[config.mk]
export PLATFORM = sky130hd
export DESIGN_NAME = wave_fifo_reader
export DESIGN_NICKNAME = d
export VERILOG_FILES = /design/src/rtl/fifo_defines_pkg.sv /design/src/rtl/wave_fifo_reader_peak_tracker.sv /design/src/rtl/wave_fifo_reader.sv
export SDC_FILE = /design/constraint.sdc
export NUM_CORES = 1
export LEC_CHECK = 0
export CAP_MARGIN = 10
export CORE_AREA = 10 10 106 108
export DETAILED_ROUTE_END_ITERATION = 10
export DIE_AREA = 0 0 116 118
export DONT_BUFFER_PORTS = 1
export PLACE_DENSITY = 0.71
export SETUP_SLACK_MARGIN = 0.3
export SYNTH_ARGS = -nofsm -noshare
export SYNTH_HDL_FRONTEND = slang
export SYNTH_SLANG_ARGS = --single-unit
[constraint.sdc]
create_clock -name clk -period 2.4 [get_ports clk]
set_clock_uncertainty 0.15 [all_clocks]
set_input_delay 0.24 -clock clk [delete_from_list [all_inputs] [get_ports clk]]
set_output_delay 0.24 -clock clk [all_outputs]
set_load 0.05 [all_outputs]
[src/rtl/fifo_defines_pkg.sv]
// Shared widths, run-length default and reader FSM encoding for the waveform sample FIFO path.
package fifo_defines_pkg;

  localparam int DATA_WIDTH      = 16;
  localparam int NUM_SAMPLES_DEF = 256;

  typedef logic [2:0] reader_state_t;

  localparam reader_state_t ST_IDLE = 3'd0;
  localparam reader_state_t ST_REQ  = 3'd1;
  localparam reader_state_t ST_CAPT = 3'd2;
  localparam reader_state_t ST_HOLD = 3'd3;
  localparam reader_state_t ST_DONE = 3'd4;

endpackage

[src/rtl/wave_fifo_reader_peak_tracker.sv]
// Signed running max/min of captured samples; the first load after clr_i seeds both registers.
module peak_tracker #(
  parameter int DATA_WIDTH = 16
) (
  input  logic                  clk,
  input  logic                  rst,
  input  logic                  clr_i,
  input  logic                  load_i,
  input  logic [DATA_WIDTH-1:0] sample_i,
  output logic [DATA_WIDTH-1:0] peak_o,
  output logic [DATA_WIDTH-1:0] trough_o
);

  logic first;

  always_ff @(posedge clk or posedge rst) begin
    if (rst) begin
      first    <= 1'b0;
      peak_o   <= '0;
      trough_o <= '0;
    end else if (clr_i) begin
      first <= 1'b1;
    end else if (load_i) begin
      first <= 1'b0;
      if (first || ($signed(sample_i) > $signed(peak_o)))
        peak_o <= sample_i;
      if (first || ($signed(sample_i) < $signed(trough_o)))
        trough_o <= sample_i;
    end
  end

endmodule

[src/rtl/wave_fifo_reader.sv]
// Pops one FIFO word at a time into a held valid/ready output register and tracks per-run stats.
module wave_fifo_reader #(
  parameter int DATA_WIDTH  = fifo_defines_pkg::DATA_WIDTH,
  parameter int NUM_SAMPLES = fifo_defines_pkg::NUM_SAMPLES_DEF,
  parameter int CNT_W       = $clog2(NUM_SAMPLES + 1)
) (
  input  logic                  clk,
  input  logic                  rst,
  input  logic                  start_i,
  input  logic                  stop_i,
  input  logic                  fifo_empty_i,
  input  logic [DATA_WIDTH-1:0] fifo_rd_data_i,
  output logic                  fifo_rd_en_o,
  output logic [DATA_WIDTH-1:0] sample_o,
  output logic                  sample_valid_o,
  input  logic                  sample_ready_i,
  output logic [DATA_WIDTH-1:0] peak_o,
  output logic [DATA_WIDTH-1:0] trough_o,
  output logic [CNT_W-1:0]      sample_cnt_o,
  output logic                  busy_o,
  output logic                  done_o
);

  import fifo_defines_pkg::*;

  localparam logic [CNT_W-1:0] CNT_MAX = CNT_W'(NUM_SAMPLES);

  reader_state_t    state, state_nxt;
  logic             start_ok;
  logic             capture;
  logic             handshake;
  logic [CNT_W-1:0] cnt_inc;

  assign start_ok  = start_i && !stop_i && ((state == ST_IDLE) || (state == ST_DONE));
  assign capture   = (state == ST_CAPT) && !stop_i;
  assign handshake = (state == ST_HOLD) && sample_ready_i && !stop_i;
  assign cnt_inc   = (sample_cnt_o == CNT_MAX) ? sample_cnt_o : sample_cnt_o + CNT_W'(1);

  // Only one word in flight: the pop is issued from REQ and consumed in CAPT.
  assign fifo_rd_en_o = (state == ST_REQ) && !fifo_empty_i && !stop_i;

  assign busy_o = (state == ST_REQ) || (state == ST_CAPT) || (state == ST_HOLD);
  assign done_o = (state == ST_DONE);

  always_comb begin
    state_nxt = state;
    if (stop_i) begin
      state_nxt = ST_IDLE;
    end else begin
      case (state)
        ST_IDLE, ST_DONE: if (start_i) state_nxt = ST_REQ;
        ST_REQ:           if (!fifo_empty_i) state_nxt = ST_CAPT;
        ST_CAPT:          state_nxt = ST_HOLD;
        ST_HOLD: begin
          if (sample_ready_i)
            state_nxt = (cnt_inc == CNT_MAX) ? ST_DONE : ST_REQ;
        end
        default:          state_nxt = ST_IDLE;
      endcase
    end
  end

  always_ff @(posedge clk or posedge rst) begin
    if (rst) begin
      state          <= ST_IDLE;
      sample_o       <= '0;
      sample_valid_o <= 1'b0;
      sample_cnt_o   <= '0;
    end else begin
      state <= state_nxt;

      if (start_ok)
        sample_cnt_o <= '0;
      else if (handshake)
        sample_cnt_o <= cnt_inc;

      if (capture)
        sample_o <= fifo_rd_data_i;

      if (stop_i || handshake)
        sample_valid_o <= 1'b0;
      else if (capture)
        sample_valid_o <= 1'b1;
    end
  end

  peak_tracker #(
    .DATA_WIDTH(DATA_WIDTH)
  ) u_peak_tracker (
    .clk      (clk),
    .rst      (rst),
    .clr_i    (start_ok),
    .load_i   (capture),
    .sample_i (fifo_rd_data_i),
    .peak_o   (peak_o),
    .trough_o (trough_o)
  );

endmodule

* Word level (Yosys, flattened, before mapping) *
Cells that the tools add are included.

word-level totals
  register bits = 62
  input port bits = 22
  output and inout bits = 61
  word-level logic and storage cells = 56

cells by class
  add/subtract/negate cells = 1
  magnitude comparators = 2
  eq/ne operators = 9
  multiplexer cells = 13
  bitwise logic cells = 1
  reductions and logical operators = 23

operators with widths
  operator                                              number
  two-way mux 9 bit                                     3
  equality test 9 bit (second input constant)           2
  > comparator 16 bit                                   1
  < comparator 16 bit                                   1
  two-way mux 3 bit                                     5
  one-hot mux 3 bit (4 select lines)                    1
  adder 9 x 1 -> 9 bit (second input constant)          1
  != test 3 bit (second input constant)                 3
  AND reduction 3 bit                                   3
  logical AND 1 bit                                     7
  equality test 3 x 2 -> 1 bit (second input constant)  2
  logical OR 1 bit                                      6
  nonzero test 2 bit                                    3
  two-way mux 1 bit                                     4
  equality test 3 x 1 -> 1 bit (second input constant)  1
  equality test 3 bit (second input constant)           1
  zero test 3 bit                                       1
  zero test 1 bit                                       2
  OR reduction 2 bit                                    1
  NOT 1 bit                                             1

* Logic depth before layout (Yosys ltp) *
Gate-level depths: netlist of run 1.

  depth after elaboration = 7
  depth in mapped cells = 10
  gate-level depth less buffers = 8

* Cells and area by module *
Synthesis of run 1 repeated with hierarchy kept, for this count alone.

unflattened totals
  cell total of the unflattened synthesis = 327
  area total of the unflattened synthesis = 3565.9 um^2

by module, submodules not included
  module            times used  cells an instance  area each (um^2)  seq. area each (um^2)
  peak_tracker      1           186                2104.5            825.8
  wave_fifo_reader  1           141                1461.4            725.7

* Least setup slack after synthesis of run 1 *
Ideal clock, no wire load.

  path type = reg2reg
  from = reg u_peak_tracker.trough_o[12]
  to = reg u_peak_tracker.trough_o[10]
  library setup time = 0.125 ns
  arrival time = 2.485 ns
  required time = 2.125 ns
  setup slack = -0.359 ns
  cell stages (with the launch flop) = 11
  path buffers = 2
  period minus slack after synthesis = 2.759 ns
  cell sequence = dfrtp_1 -> inv_1 -> ha_1 -> o21a_1 -> o211ai_1 -> a31oi_1 -> o311ai_0 -> and3_1 -> buf_2 -> buf_2 -> mux2_2

on the way
  cells in the longest elaborated chain, start to end = 3

ends and longest elaborated chain
  element                               RTL line                             source
  start, declared                       wave_fifo_reader_peak_tracker.sv:11  output logic [DATA_WIDTH-1:0] trough_o
  start signal, assigned                wave_fifo_reader_peak_tracker.sv:28  trough_o <= sample_i;
  < comparator 16 bit                   wave_fifo_reader_peak_tracker.sv:27  if (first || ($signed(sample_i) < $signed(trough_o)))
  logical OR 1 bit                      wave_fifo_reader_peak_tracker.sv:27
  AND reduction 3 bit (no source line)  -

No other way between the ends.
A chain may end at the register's enable or synchronous reset.

* Final worst setup path of run 1 *
  from = reg u_peak_tracker.peak_o[15]
  to = reg u_peak_tracker.peak_o[9]

on the way
  cells in the longest elaborated chain, start to end = 3

ends and longest elaborated chain
  element                               RTL line                             source
  start, declared                       wave_fifo_reader_peak_tracker.sv:10  output logic [DATA_WIDTH-1:0] peak_o,
  start signal, assigned                wave_fifo_reader_peak_tracker.sv:26  peak_o <= sample_i;
  > comparator 16 bit                   wave_fifo_reader_peak_tracker.sv:25  if (first || ($signed(sample_i) > $signed(peak_o)))
  logical OR 1 bit                      wave_fifo_reader_peak_tracker.sv:25
  AND reduction 3 bit (no source line)  -

No other way between the ends.

==> flow_metrics.py, run 1 <==
metrics = {
    "die": {
        "die_h_um": 118,
        "die_area_sq_um": 13700,
        "ioPinCount": 83,
        "start_util_pct": 42.5,
        "coreArea_sq_um": 9110,
        "die_width_um": 116,
        "rows": 35,
    },
    "global_routing": {
        "grt_first_pass_wirelength_mm": 20.6,
        "antenna_found_initial": 0,
        "grt_pass1_vias": 3930,
        "grt_usage_pct": 18.8,
        "grt-ovfl-total": 0,
        "grt_max_degree": 48,
    },
    "place": {
        "globalplace.congestion": 0.850,
        "hpwl_mm": 8.42,
        "io_buffers": 0,
        "post_dp_cell_area_sq_um": 4530,
    },
    "timing": {
        "fin_crit_sh_pct": 101,
        "hold_viol": 0,
        "max_clock_freq_mhz": 413,
        "max-slew-margin-rel_pct": 65.8,
        "rsz0062_at_grt": "true",
        "finalMaxSlewViolations": 0,
        "fin_ws_ps": -21.3,
        "fin_crit_ps": 2420,
        "tightest_slew_ps": 515,
        "setup_viol": 12,
    },
    "clock_tree": {
        "cts_tree": "yes",
        "path_clk_slew_ps": 70,
        "cts_root_buffer": "clkbuf_8",
        "numCtsBuffers": 9,
        "cts_sinks": 62,
        "clk_path_buf_depth": 2,
        "h-tree-depth": 3,
        "clk_latency_ps": 350,
    },
    "worst_setup_path": {
        "slowest_stage": "dfrtp_2",
        "cp_cell_sequence": "inv_2 -> ha_4 -> nand4_1 -> buf_4 -> nor4_4 -> nor3b_4 -> buf_6 -> nor2_1 -> nand2_4 -> o311ai_4",
        "critPathKind": "flop to flop",
        "path_buf_inv": 3,
        "arrival_ps": 2490,
        "cp_slowest_stage_delay_ps": 400,
        "end_kind": "flop",
        "path_delay_family": "simple AND/OR/NAND/NOR gates",
        "startpoint_type": "flop",
        "required_ps": 2460,
        "worstPathMaxFanout": 11,
    },
    "drt": {
        "drc": 0,
        "ant_nets": 0,
        "wl_per_cell_um": 20.7,
        "drt_pass1_iterations": 7,
        "drt_iter0_drc": 229,
        "via_count": 3809,
        "routed_wl_mm": 13.4,
        "vias_per_cell": 5.90,
    },
    "synth": {
        "ys_types": 50,
        "ys_warn_count": 0,
        "synth_edf_count": 0,
        "netlist_top_cells_area": "dfrtp_1 40%, ha_1 11%, nand2_1 7.3%, mux2_2 4.7%, o21ai_0 4.5%",
        "netlist_area_sq_um": 3870,
        "synth_seq_cells": 62,
        "ys_seq_area_share_pct": 40.1,
        "yosys_most_used_dff": "dfrtp_1",
        "synthArstFlopShare_pct": 100,
        "synth_top_area_share_pct": 40.1,
        "yosysTopAreaCell": "dfrtp_1",
        "syn_area_per_cell_sq_um": 8.68,
        "syn_inst": 446,
        "synth_nets": 501,
    },
    "power_and_ir_drop": {
        "p_switching_mw": 3.61,
        "p_comb_share_pct": 57.1,
        "total_power_mw": 7.12,
        "cellLeakagePower_nw": 2.46,
        "ir_worst_vdd_mv": 0.476,
        "switching_share_pct": 50.7,
        "p_int_mw": 3.51,
        "power.density_nw_per_um2": 1290,
        "pwr-share-clk_pct": 13.4,
        "pwr-share-seq_pct": 29.5,
    },
    "final_layout": {
        "area_growth_pct": 42.4,
        "final_common_cell": "buf_4",
        "layout_common_cells": "64 x buf_4, 62 x nand2_1, 31 x o21ai_0, 31 x dfrtp_2, 31 x dfrtp_1",
        "drive_above_1_share_pct": 41.5,
        "postLayoutCellArea_sq_um": 5510,
        "postLayoutCoreUtil_pct": 60.5,
        "insertedDiodeCount": 0,
        "finalNetCount": 585,
    },
    "status": {
        "violations": "setup timing",
        "status": "finished with violations",
    },
    "min_path": {
        "hp-class": "primary input to flop",
    },
    "job": {
        "max-cap-violations": 0,
    },
}
## logic make-up after synthesis
group                    count (synthesis)  share of synthesized area, %
multiplexers                            19                          5.43
flip-flops                              62                          40.1
XOR/XNOR                                 2                         0.453
adder cells (fa/ha/maj)                 33                          10.7
AO/OA/AOI/OAI                          101                          16.7
AND/OR/NAND/NOR                        167                          20.1
buffers and inverters                   62                          6.59
## flip-flops by register name (all words and copies together) (netlist names)
register / count
u_peak_tracker.first: 1
u_peak_tracker.trough_o: 16
sample_valid_o: 1
sample_cnt_o: 9
u_peak_tracker.peak_o: 16
state: 3
sample_o: 16
## per-layer routing
layer | GRT usage, % | share of wire (%) | up-vias
li1 | - | - | 1747
met1 | 22.0 | 38 | 1883
met2 | 30.2 | 50 | 149
met3 | 6.32 | 9.4 | 30
met4 | 8.14 | 2.8 | 0
met5 | 0 | 0 | -
## through the flow
step / worst slack, ps / setup TNS, ps / std cells / hold slack, ps
final: -21.3 / -133 / 646 / 19.8
after global routing: -106 / -1290 / 646 / 30.8
after CTS: 85.9 / 0 / 640 / 0.530
after detailed placement: 28.9 / 0 / 592 / 20.0
after global placement: 118 / 0 / 592 / 18.4
after floorplan: -17.8 / -158 / 446 / 153
## power by group through the flow
stage / clock, mW / combinational, mW / sequential (mW)
finish: 0.954 / 4.07 / 2.10
detailed placement: 0 / 3.12 / 2.11
floorplan: 0 / 1.32 / 3.02
CTS: 0.973 / 3.67 / 2.09
global placement: 0 / 3.02 / 2.09
global route: 1.02 / 4.34 / 2.14
## synth_stat cells (2+ instances only)
master	count
a21o_1	2
and3_1	5
ha_1	33
nor3_1	6
nand3b_1	2
or4_4	2
buf_2	6
o21a_1	2
o31ai_1	2
mux2i_1	3
mux2_2	16
o311ai_0	14
nor2b_1	2
buf_6	2
o21ai_0	35
inv_1	38
o311ai_1	2
nor4_1	2
a211oi_1	2
a31oi_1	19
nand3_1	23
nand4_1	6
dfrtp_1	62
nor2_1	31
clkbuf_1	15
nand2b_1	6
a21oi_1	10
o211ai_1	2
nand2_1	75
## worst register-to-register path, cell delays in order, from the launching register on
cell and delay [ps]:
dfrtp_2 400, inv_2 70, ha_4 280, nand4_1 210
buf_4 230, nor4_4 170, nor3b_4 320, buf_6 200
nor2_1 100, nand2_4 90, o311ai_4 90
## worst paths after layout
check	startpoint	to	slack (ps)	cells past startpoint
setup / recovery	u_peak_tracker.peak_o[15]	u_peak_tracker.peak_o[9]	-20	10
hold / removal	start_i	state[0]	20	3
setup reg to reg	u_peak_tracker.peak_o[15]	u_peak_tracker.peak_o[9]	-20	10
hold reg to reg	u_peak_tracker.trough_o[0]	u_peak_tracker.trough_o[0]	440	2
max in group asynchronous	rst	sample_cnt_o[0]	1180	3
min in group asynchronous	rst	u_peak_tracker.peak_o[3]	220	2
## repair_timing
| action | CTS | global route |
|---|---|---|
| hold endpoints to repair | 61 | 0 |
| buffers inserted | 10 | 6 |
| hold buffers | 20 | 0 |
| gates cloned | 2 | 0 |
| pin swaps | 9 | 5 |
| resized for setup | 48 | 45 |
| setup endpoints to repair | 35 | 35 |
## layout make-up
class                           instances  area (sq um)
Clock buffer                           12           155
Timing Repair Buffer                   96           850
Multi-Input combinational cell        322          2590
Inverter                               39           149
Fill cell                             729          3590
Clock inverter                          4          45.0
Tap cell                              111           139
Sequential cell                        62          1590
Note: power is estimated with default switching activity, not from simulation.
==> run 2, diff against run 1 <==
--- a/config.mk
+++ b/config.mk
@@ -7,6 +7,7 @@
 export LEC_CHECK = 0
 export CAP_MARGIN = 10
 export CORE_AREA = 10 10 106 108
+export CTS_BUF_LIST = sky130_fd_sc_hd__clkbuf_4 sky130_fd_sc_hd__clkbuf_8 sky130_fd_sc_hd__clkbuf_16
 export DETAILED_ROUTE_END_ITERATION = 10
 export DIE_AREA = 0 0 116 118
 export DONT_BUFFER_PORTS = 1
==> run 2 against run 1 <==
- final area about the same
- global-route usage unchanged
- critical path type unchanged
- worst hold slack about the same
- maximum frequency unchanged
- the flow still finishes with violations (setup timing)
- largest cell class unchanged
==> flow_metrics.py, run 2 (synthesized netlist as in run 1, its figures left out) <==
metrics = {
    "status": {
        "status": "finished with violations",
        "violations": "setup timing",
    },
    "timing": {
        "fin_crit_sh_pct": 101,
        "tightest_slew_ps": 515,
        "fin_crit_ps": 2420,
        "max-slew-margin-rel_pct": 65.8,
        "finalMaxSlewViolations": 0,
        "setup_viol": 12,
        "max_clock_freq_mhz": 413,
        "rsz0062_at_grt": "true",
        "hold_slack_ps": 19.8,
        "hold_viol": 0,
        "fin_ws_ps": -21.3,
    },
    "job": {
        "max-cap-violations": 0,
    },
    "min_path": {
        "hp-start": "start_i",
        "hold_path_depth": 3,
        "hp-class": "primary input to flop",
        "hold_path_end": "state[0]",
    },
    "power_and_ir_drop": {
        "pwr-share-seq_pct": 29.4,
        "switching_share_pct": 50.6,
        "power.density_nw_per_um2": 1290,
        "cellLeakagePower_nw": 2.46,
        "pwr-share-clk_pct": 13.5,
        "p_comb_share_pct": 57.0,
        "p_int_mw": 3.52,
        "p_switching_mw": 3.61,
        "ir_worst_vdd_mv": 0.476,
    },
    "worst_setup_path": {
        "reg2reg_depth": 10,
        "ff2ff_setup_slack_ps": -20,
        "r2r_start": "u_peak_tracker.peak_o[15]",
        "end_kind": "flop",
        "r2r_end": "u_peak_tracker.peak_o[9]",
        "startpoint_type": "flop",
        "required_ps": 2460,
        "worstPathMaxFanout": 11,
        "arrival_ps": 2490,
        "critPathKind": "flop to flop",
    },
    "die": {
        "rows": 35,
        "die_h_um": 118,
        "die_width_um": 116,
        "start_util_pct": 42.5,
        "coreArea_sq_um": 9110,
        "die_area_sq_um": 13700,
        "ioPinCount": 83,
    },
    "clock_tree": {
        "cts_tree": "yes",
        "cts_sinks": 62,
        "clk_latency_ps": 350,
        "cts_root_buffer": "clkbuf_8",
        "h-tree-depth": 3,
        "clk_path_buf_depth": 2,
        "numCtsBuffers": 9,
        "path_clk_slew_ps": 70,
    },
    "drt": {
        "via_count": 3805,
        "ant_nets": 0,
        "vias_per_cell": 5.89,
        "wl_per_cell_um": 20.7,
        "routed_wl_mm": 13.4,
        "drc": 0,
        "drt_iter0_drc": 229,
        "drt_pass1_iterations": 7,
    },
    "final_layout": {
        "insertedDiodeCount": 0,
        "final_common_cell": "buf_4",
        "fill_cells": 729,
        "drive_above_1_share_pct": 41.7,
        "multi_input_area_sq_um": 2590,
        "finalNetCount": 585,
        "layout_common_cells": "64 x buf_4, 62 x nand2_1, 31 x o21ai_0, 31 x dfrtp_2, 31 x dfrtp_1",
        "top_regs": "sample_o: 16 flops, u_peak_tracker.peak_o: 16 flops, u_peak_tracker.trough_o: 16 flops",
        "area.sequential_sq_um": 1590,
        "area_growth_pct": 42.5,
    },
    "global_routing": {
        "grt_usage_pct": 18.8,
        "grt_pass1_vias": 3930,
        "grt-ovfl-total": 0,
        "antenna_found_initial": 0,
        "grt_max_degree": 48,
        "grt_first_pass_wirelength_mm": 20.6,
    },
    "place": {
        "hpwl_mm": 8.42,
        "globalplace.congestion": 0.850,
        "post-place-ws_ps": 28.9,
        "io_buffers": 0,
    },
}
==> run 2: repair_timing <==
| item | CTS | global route |
|---|---|---|
| hold buffers | 20 | 0 |
| endpoints found under the hold margin | 61 | 0 |
| endpoints found under the setup margin | 35 | 35 |
| pin swaps | 9 | 5 |
| cloned | 2 | 0 |
| resized for setup | 48 | 45 |
| setup buffers | 10 | 6 |
==> run 2: cell type report <==
cell class	count	share of cell area, %
tap	111	2.52
clock buffer	12	2.88
sequential	62	28.8
inverter	39	2.70
multi-input combinational	322	46.9
timing repair buffer	96	15.4
clock inverter	4	0.816
==> run 2: per-stage QoR <==
| step | util, % | setup TNS (ps) | cell area [sq um] | total power, mW | instances |
|---|---|---|---|---|---|
| floorplan | - | -158 | 4070 | 4.34 | 446 |
| global placement | 49.7 | 0 | 4530 | 5.11 | 592 |
| detailed placement | 49.7 | 0 | 4530 | 5.22 | 592 |
| CTS | 58.0 | 0 | 5280 | 6.74 | 640 |
| global route | 60.6 | -1290 | 5520 | 7.51 | 646 |
| finish | 60.6 | -133 | 5520 | 7.13 | 646 |
==> run 2: critical path, stage by stage (launching register included) <==
cell and delay [ps]:
dfrtp_2 400, inv_2 60, ha_4 270, nand4_1 210, buf_4 230, nor4_4 170, nor3b_4 320, buf_6 200
nor2_1 90, nand2_4 90, o311ai_4 90
==> run 2: how the worst max path moves through the flow <==
stage / startpoint / cells after the start / to / slack [ps]
floorplan: u_peak_tracker.trough_o[12] / 10 / u_peak_tracker.trough_o[15] / -20
global placement: u_peak_tracker.trough_o[15] / 9 / u_peak_tracker.trough_o[3] / 120
detailed placement: u_peak_tracker.peak_o[5] / 8 / u_peak_tracker.peak_o[11] / 30
CTS: u_peak_tracker.peak_o[12] / 8 / u_peak_tracker.peak_o[12] / 90
global route: u_peak_tracker.peak_o[15] / 10 / u_peak_tracker.peak_o[4] / -110
finish: u_peak_tracker.peak_o[15] / 10 / u_peak_tracker.peak_o[9] / -20
==> run 2: power by group through the flow <==
| stage | sequential [mW] | combinational, mW | clock, mW |
|---|---|---|---|
| after floorplan | 3.02 | 1.32 | 0 |
| after global placement | 2.09 | 3.02 | 0 |
| after detailed placement | 2.11 | 3.12 | 0 |
| after CTS | 2.09 | 3.67 | 0.984 |
| after global routing | 2.14 | 4.34 | 1.03 |
| final | 2.10 | 4.07 | 0.965 |
==> run 2: layer usage <==
layer	routed length, um	GRT usage, %	part of all wire [%]	vias to the layer above
li1	-	-	-	1747
met1	5090	22.0	38	1879
met2	6670	30.2	50	149
met3	1250	6.32	9.4	30
met4	369	8.14	2.8	0
met5	0	0	0	-
==> run 3, diff against run 2 <==
--- a/config.mk
+++ b/config.mk
@@ -12,6 +12,7 @@
 export DIE_AREA = 0 0 116 118
 export DONT_BUFFER_PORTS = 1
 export PLACE_DENSITY = 0.71
+export RECOVER_POWER = 100
 export SETUP_SLACK_MARGIN = 0.3
 export SYNTH_ARGS = -nofsm -noshare
 export SYNTH_HDL_FRONTEND = slang
==> run 3 against run 2 <==
- the run still ends with setup timing left
- setup slack got worse by 19 ps
- clock power is essentially flat
- combinational power decreased by 4%
- non-clock buffer count did not move
- largest power group unchanged
- sequential cell count stayed put
==> flow_metrics.py, run 3 (synthesized netlist as in run 1, its figures left out) <==
metrics = {
    "timing": {
        "max_clock_freq_mhz": 410,
        "hold_viol": 0,
        "fin_crit_sh_pct": 102,
        "setup_viol": 14,
        "fin_ws_ps": -40.7,
        "fin_crit_ps": 2440,
        "hold_slack_ps": 20.4,
        "finalMaxSlewViolations": 0,
        "tightest_slew_ps": 849,
        "rsz0062_at_grt": "true",
        "max-slew-margin-rel_pct": 43.3,
    },
    "drt": {
        "drt_iter0_drc": 264,
        "vias_per_cell": 5.87,
        "routed_wl_mm": 13.4,
        "drc": 0,
        "ant_nets": 0,
        "wl_per_cell_um": 20.7,
        "drt_pass1_iterations": 7,
        "via_count": 3794,
    },
    "worst_setup_path": {
        "critPathKind": "flop to flop",
        "worstPathMaxFanout": 13,
        "arrival_ps": 2500,
        "r2r_end": "u_peak_tracker.peak_o[4]",
        "end_kind": "flop",
        "ff2ff_setup_slack_ps": -40,
        "worstSetupEndpoint": "u_peak_tracker.peak_o[4]",
        "slowest_stage": "dfrtp_2",
        "cp_slowest_stage_delay_ps": 400,
        "r2r_start": "u_peak_tracker.peak_o[15]",
        "reg2reg_depth": 10,
        "required_ps": 2460,
        "startpoint_type": "flop",
        "cp_cell_sequence": "inv_2 -> ha_4 -> nand4_1 -> buf_4 -> nor4_4 -> nor3b_4 -> buf_6 -> nor2_1 -> nand2_1 -> o311ai_2",
        "startpoint": "u_peak_tracker.peak_o[15]",
    },
    "die": {
        "rows": 35,
        "die_width_um": 116,
        "die_h_um": 118,
        "coreArea_sq_um": 9110,
        "die_area_sq_um": 13700,
        "start_util_pct": 42.5,
        "ioPinCount": 83,
    },
    "global_routing": {
        "grt_max_degree": 48,
        "grt_usage_pct": 18.8,
        "antenna_found_initial": 0,
        "grt-ovfl-total": 0,
        "grt_pass1_vias": 3930,
        "grt_first_pass_wirelength_mm": 20.6,
    },
    "clock_tree": {
        "path_clk_slew_ps": 80,
        "cts_tree": "yes",
        "cts_sinks": 62,
        "h-tree-depth": 3,
        "clk_latency_ps": 340,
        "clk_path_buf_depth": 2,
        "numCtsBuffers": 9,
        "cts_root_buffer": "clkbuf_8",
    },
    "power_and_ir_drop": {
        "power.density_nw_per_um2": 1280,
        "p_int_mw": 3.37,
        "cellLeakagePower_nw": 2.38,
        "ir_worst_vdd_mv": 0.469,
        "pwr-share-clk_pct": 13.8,
        "p_comb_share_pct": 56.2,
        "pwr-share-seq_pct": 30.0,
        "switching_share_pct": 51.7,
        "p_switching_mw": 3.60,
    },
    "status": {
        "status": "finished with violations",
        "violations": "setup timing",
    },
    "place": {
        "hpwl_mm": 8.42,
        "io_buffers": 0,
        "post_dp_cell_area_sq_um": 4530,
        "globalplace.congestion": 0.850,
        "post-place-ws_ps": 28.9,
    },
    "final_layout": {
        "finalNetCount": 585,
        "final_common_cell": "nand2_1",
        "postLayoutCellArea_sq_um": 5430,
        "layout_common_cells": "62 x nand2_1, 39 x buf_4, 31 x o21ai_0, 31 x dfrtp_2, 31 x dfrtp_1",
        "area_growth_pct": 40.2,
        "drive_above_1_share_pct": 37.2,
        "insertedDiodeCount": 0,
        "top_regs": "sample_o: 16 flops, u_peak_tracker.peak_o: 16 flops, u_peak_tracker.trough_o: 16 flops",
    },
    "job": {
        "max-cap-violations": 0,
    },
    "min_path": {
        "hp-class": "primary input to flop",
    },
}
==> run 3: cell count changes in the layout (fill, tap and decap cells not counted) <==
| cell | before | now |
|---|---|---|
| inv_1 | 22 | 23 |
| buf_4 | 64 | 39 |
| clkbuf_1 | 0 | 23 |
| clkbuf_2 | 0 | 2 |
| inv_2 | 15 | 14 |
==> run 3: cell type report <==
cell class	instances	area [sq um]
multi-input cells	322	2590
clock buffers	12	159
clock inverters	4	45.0
repair buffers	96	758
fillers	747	3680
flip-flops and latches	62	1590
well taps	111	139
inverters	39	149
==> run 3: worst max-delay path, delay by kind of cell, from the launching register on <==
family / cells / cell delay (ps)
and+or+nand+nor: 5 / 870
buffers and inverters: 3 / 510
DFF: 1 / 400
AOI/OAI and AO/OA: 1 / 100
adders and majority gates: 1 / 280
==> run 3: power by group through the flow <==
stage	combinational [mW]	clock (mW)	sequential, mW
6_report	3.91	0.964	2.09
5_1_grt	4.18	1.03	2.14
4_1_cts	3.67	0.984	2.09
3_5_place_dp	3.12	0	2.11
3_3_place_gp	3.02	0	2.09
2_1_floorplan	1.32	0	3.02
==> run 3: routing by layer <==
| metal | vias to the layer above | wire [um] | GRT usage, % |
|---|---|---|---|
| met4 | 0 | 395 | 8.14 |
| met1 | 1854 | 5070 | 22.0 |
| met3 | 34 | 1270 | 6.32 |
| met2 | 156 | 6660 | 30.2 |
| met5 | - | 0 | 0 |
| li1 | 1750 | - | - |
==> run 3: worst min-delay path by stage <==
stage | from | end | slack, ps | depth (start not counted)
after floorplan | stop_i | sample_valid_o | 150 | 1
after global placement | rst | sample_o[0] | 20 | 1
after detailed placement | rst | sample_o[0] | 20 | 1
after CTS | fifo_rd_data_i[9] | u_peak_tracker.peak_o[9] | 0.5 | 4
after global routing | start_i | state[0] | 30 | 3
final | start_i | state[0] | 20 | 3
==> run 3: stage by stage <==
stage	util (%)	std cells	total power, mW	TNS, ps
after floorplan	-	446	4.34	-158
after detailed placement	49.7	592	5.22	0
after global placement	49.7	592	5.11	0
after CTS	58.0	640	6.74	0
final	59.6	646	6.97	-328
after global routing	59.6	646	7.35	-1290
==> run 3: repair_timing <==
item	CTS	global route
endpoints found under the setup margin	35	35
resized for setup	48	45
cloned	2	0
setup buffers	10	6
pin swaps	9	5
hold buffers	20	0
endpoints found under the hold margin	61	0
